File: src/rtl/serial_pkg.sv
// serial_pkg: shared definitions for the serial word source.
//   state_t : two-state serializer encoding (ST_IDLE / ST_SHIFT)
//   clog2   : ceiling log2, used to size the bit-index counter
package serial_pkg;

    typedef enum logic {
        ST_IDLE  = 1'b0,
        ST_SHIFT = 1'b1
    } state_t;

    // Ceiling log2; returns 0 for n <= 1.
    function automatic int unsigned clog2(input int unsigned n);
        int unsigned r;
        longint unsigned v;
        r = 0;
        v = 1;
        while (v < longint'(n)) begin
            v = v << 1;
            r = r + 1;
        end
        return r;
    endfunction

endpackage

File: src/rtl/serial_word_src.sv
// serial_word_src: parallel-to-serial source, LSB first, one bit per clock.
// Accepts a WIDTH-bit word over valid/ready and streams it gaplessly; a new
// word can be taken on the last bit of the current one.
// Ports:
//   clk, rst           : clock, synchronous active-high reset
//   in_data/in_valid   : word offered by the source
//   in_ready           : combinational; high when idle or on the last bit
//   out/out_valid      : serial bit and its qualifier
//   out_last           : current bit is bit WIDTH-1 of the word
//   out_parity         : XOR of the whole current word (use with out_last)
module serial_word_src
    import serial_pkg::*;
#(
    parameter int unsigned WIDTH = 32
) (
    input  logic             clk,
    input  logic             rst,
    input  logic [WIDTH-1:0] in_data,
    input  logic             in_valid,
    output logic             in_ready,
    output logic             out,
    output logic             out_valid,
    output logic             out_last,
    output logic             out_parity
);

    localparam int unsigned       CNT_W    = clog2(WIDTH);
    localparam logic [CNT_W-1:0]  CNT_LAST = CNT_W'(WIDTH - 1);

    state_t             state, state_nxt;
    logic [WIDTH-1:0]   sreg, sreg_nxt;
    logic [CNT_W-1:0]   cnt, cnt_nxt;
    logic               par, par_nxt;

    logic               at_last;
    logic               accept;

    // Handshake: ready depends only on state, cnt and rst.
    assign at_last  = (cnt == CNT_LAST);
    assign in_ready = !rst && ((state == ST_IDLE) || ((state == ST_SHIFT) && at_last));
    assign accept   = in_valid && in_ready;

    // Outputs decoded purely from registered state.
    assign out_valid  = (state == ST_SHIFT);
    assign out        = out_valid && sreg[0];
    assign out_last   = out_valid && at_last;
    assign out_parity = par;

    // State and datapath registers.
    always_ff @(posedge clk) begin
        if (rst) begin
            state <= ST_IDLE;
            sreg  <= '0;
            cnt   <= '0;
            par   <= 1'b0;
        end else begin
            state <= state_nxt;
            sreg  <= sreg_nxt;
            cnt   <= cnt_nxt;
            par   <= par_nxt;
        end
    end

    // Next-state and datapath update.
    always_comb begin
        state_nxt = state;
        sreg_nxt  = sreg;
        cnt_nxt   = cnt;
        par_nxt   = par;

        case (state)
            ST_IDLE: begin
                if (accept) begin
                    sreg_nxt  = in_data;
                    cnt_nxt   = '0;
                    par_nxt   = ^in_data;
                    state_nxt = ST_SHIFT;
                end
            end
            ST_SHIFT: begin
                if (at_last) begin
                    // Last bit: reload for a gapless stream or fall back to idle.
                    if (accept) begin
                        sreg_nxt = in_data;
                        cnt_nxt  = '0;
                        par_nxt  = ^in_data;
                    end else begin
                        sreg_nxt  = sreg >> 1;
                        cnt_nxt   = '0;
                        state_nxt = ST_IDLE;
                    end
                end else begin
                    sreg_nxt = sreg >> 1;
                    cnt_nxt  = cnt + CNT_W'(1);
                end
            end
            default: begin
                state_nxt = ST_IDLE;
            end
        endcase
    end

`ifdef FORMAL
    // Bit index stays within the word.
    a_cnt_range: assert property (@(posedge clk) disable iff (rst)
        cnt <= CNT_LAST);

    // A word taken on the last bit keeps the stream alive without a bubble.
    a_gapless: assert property (@(posedge clk) disable iff (rst)
        (out_last && accept) |=> out_valid);
`endif

endmodule
File: config.mk
export PLATFORM = sky130hd
export DESIGN_NAME = serial_word_src
export DESIGN_NICKNAME = d
export VERILOG_FILES = /design/src/rtl/serial_pkg.sv /design/src/rtl/serial_word_src.sv
export SDC_FILE = /design/constraint.sdc
export NUM_CORES = 1
export LEC_CHECK = 0
export ABC_CLOCK_PERIOD_IN_PS = 1800
export CAP_MARGIN = 10
export CORE_MARGIN = 1.5
export CORE_UTILIZATION = 42
export CTS_CLUSTER_DIAMETER = 100
export DETAILED_ROUTE_END_ITERATION = 10
export PLACE_DENSITY_LB_ADDON = 0.05
export SYNTH_ARGS = -nofsm -noshare
export SYNTH_HDL_FRONTEND = slang
export SYNTH_SLANG_ARGS = --single-unit
File: constraint.sdc
create_clock -name clk -period 1.8 [get_ports clk]
set_input_delay 0.54 -clock clk [delete_from_list [all_inputs] [get_ports clk]]
set_output_delay 0.54 -clock clk [all_outputs]
set_load 0.02 [all_outputs]
==> flow_summary.toml <==
[routing]
vias = 1756
drc = 0
wl_per_cell_um = 12.90
drt-pass1-iter-count = 3
postRouteAntennaNets = 0
post_drt_via_cell_ratio = 4.864
initialDrtViolationCount = 69
wirelength_um = 4658

[final_layout]
antenna_cells = 0
instances_no_fill = 361
ff_latch_area_um2 = 784.5
area_growth_pct = 55.33
fin_nets = 327
fillers = 430
drive_above_1_share_pct = 45.36
multi_input_comb_area_um2 = 1499

[floorplanning]
die_y_um = 75.12
ios = 40
start_util_pct = 43.05
fp.dieW_um = 75.12
die-area_um2 = 5643
core_area_um2 = 5075
row_count = 26

[timing]
timing.final.ws_setup_ns = -0.1521
max_freq_mhz = 512.3
worstMarginPinSlew_ns = 0.5967
maxSlewViolCount = 0
finalCritPeriodShare_pct = 108.5
finalSetupViolations = 8
period_needed_ns = 1.952
skew_ns = 0.005442
rsz0062_at_grt = "true"
hold_viol_final = 0
slew_headroom_pct = 60.22

[grt]
antenna_found_initial = 0
use_met1_pct = 21.12
met3_usage_pct = 3.481
grt_max_degree = 40
grt_use_total_pct = 15.99
grt_overflow = 0
grt_pass1_vias = 1535
grt_pass1_wl_um = 6817
grt-busiest-layer = "met2"
grt_use_met2_pct = 25.27

[logic_synthesis]
synthTopCellsByArea = "dfxtp_1 (36%), a211oi_2 (17%), mux2i_1 (15%)"
yosysUniqueCellTypes = 27
syn_nets = 252
synth_seq_cells = 39
synth_top_area_share_pct = 35.74
syn_area_per_cell_um2 = 10.16
synthesis.area_um2 = 2185
synthCells = 215
synth_top_cell_by_area = "dfxtp_1"
yosysWarnings = 0
synth_seq_area_share_pct = 35.74

[setup_path]
worstPathArrival_ns = 1.41
crit_chain = "ha_4 > and3_4 > ha_4 > nor2b_4 > nor2_4 > buf_6"
slowest_stage = "dfxtp_2"
cp_common_cell = "ha_4"
cp-start-kind = "flop"
worstPathRequired_ns = 1.26
worst-path-max-fanout = 2
criticalPathCategory = "flop to output port"
cp_top_family = "simple AND/OR/NAND/NOR gates"
end_kind = "output port"
cp_slowest_stage_delay_ns = 0.34
cp_num_buf_inv = 1

[pwr]
power_mw = 2.277
p_per_area_nw_per_um2 = 671.0
peakVddDrop_uv = 357.1
leakagePower_nw = 1.453

[clock_tree]
clk_path_buf_depth = 2
cts_made_buffers = 5
insertion_delay_ns = 0.28
cts.clk_slew.worst_paths_ns = 0.07
cts_tree = "built"
htree_levels = 2
ctsHoldBuffers = 0
clock_sinks = 39
ctsRootBufferMaster = "clkbuf_8"

[outcome]
status = "complete, but fails checks"
violations = "negative setup slack"

[placed_design]
dp_hpwl_um = 2888
gp_congestion = 0.7901
portBuffers = 39
placed_cells = 341

[min_path]
hold_class = "flop to flop"

[flow_run]
max_cap_violations = 0
## logic make-up after synthesis
| group | count (synthesis) | share of synthesized area [%] |
|---|---|---|
| xor gates and xnor gates | 31 | 12.43 |
| and+or+nand+nor | 52 | 10.71 |
| adders and majority gates | 2 | 1.145 |
| AOI/OAI and AO/OA | 40 | 19.59 |
| muxes | 32 | 14.66 |
| DFF | 39 | 35.74 |
| buffers and inverters | 19 | 5.727 |
## final cells by class
| type | count | share of cell area (%) |
|---|---|---|
| multi-input cells | 158 | 44.17 |
| clock inverters | 2 | 0.3687 |
| well taps | 70 | 2.581 |
| flip-flops and latches | 39 | 23.12 |
| inverters | 2 | 0.2212 |
| repair buffers | 84 | 27.40 |
| clock buffers | 6 | 2.139 |
## report_power, final
part | internal [mW] | switching, mW | leakage (nW)
registers | 0.931 | 0.0370 | 0.321
clock network | 0.271 | 0.304 | 0.0412
logic | 0.410 | 0.324 | 1.09
total | 1.61 | 0.665 | 1.45
## state kept, by name, indices dropped and copies added, names as in the netlist
name / count
out_valid: 1
cnt: 5
out_parity: 1
sreg: 32
## metal layers
layer | vias to the layer above | wire (um)
li1 | 902 | -
met2 | 29 | 2276
met4 | 0 | 40
met5 | - | 0
met1 | 820 | 2194
met3 | 5 | 147
## stage by stage
stage                     hold WS, ns  cell area, um^2  utilization (%)  setup TNS, ns  setup slack [ns]
after floorplan                0.4637             2252                -              0           0.01880
after global placement         0.4824             2887            56.88         -5.408           -0.3768
after detailed placement       0.4896             2887            56.88         -5.791           -0.3874
after CTS                      0.5006             3052            60.13        -0.2858           -0.1655
after global routing           0.5216             3393            66.86         -1.811           -0.2005
final                          0.4965             3393            66.86        -0.4575           -0.1521
## path summary, 6_finish.rpt
path / startpoint / to / slack [ns] / depth (start not counted)
worst min-delay path: sreg[31] / sreg[31] / 0.50 / 2
worst max-delay path: cnt[1] / in_ready / -0.15 / 6
worst max register to register: cnt[1] / sreg[0] / -0.05 / 11
worst min register to register: sreg[31] / sreg[31] / 0.50 / 2
## synth_stat cells, drive strengths merged
cell / instances
nand3b: 2
and3: 1
buf: 14
o21ai: 2
nand2: 1
mux2i: 32
nor3b: 2
a31oi: 1
clkbuf: 3
and2: 2
xnor2: 27
nor2: 40
a21oi: 5
nor2b: 1
inv: 2
nand3: 2
a41oi: 1
ha: 2
dfxtp: 39
xor2: 4
nor3: 1
a211oi: 31
## worst min-delay path, cell delays in order (launching register included)
cell,delay [ns]
dfxtp_1,0.32
nand3b_1,0.08
a21oi_1,0.06
## layout by cell type (no fill, tap or decap), types with 2 or more instances in the layout
cell type and count:
a211oi_2 30, nor2_2 25, xnor2_2 9, clkdlybuf4s50_1 14
mux2i_1 32, nand2_8 2, xnor2_1 18, buf_12 4
ha_4 2, inv_1 2, dfxtp_1 36, nor2_1 13
nor2_4 2, nand3_1 2, dfxtp_2 3, nor3b_1 2
nand3b_1 2, a21oi_1 5, xor2_1 4, clkbuf_8 5
clkbuf_16 4, dlymetal6s2s_1 20, buf_6 4, buf_4 33
## timing repair
item                       4_1_cts  5_1_grt
buffers inserted                 0        6
setup endpoints to repair       37       23
gates cloned                     1        5
gates resized for setup         26       47
pin swaps                        1       49
Power figures use the tool's default switching activity.
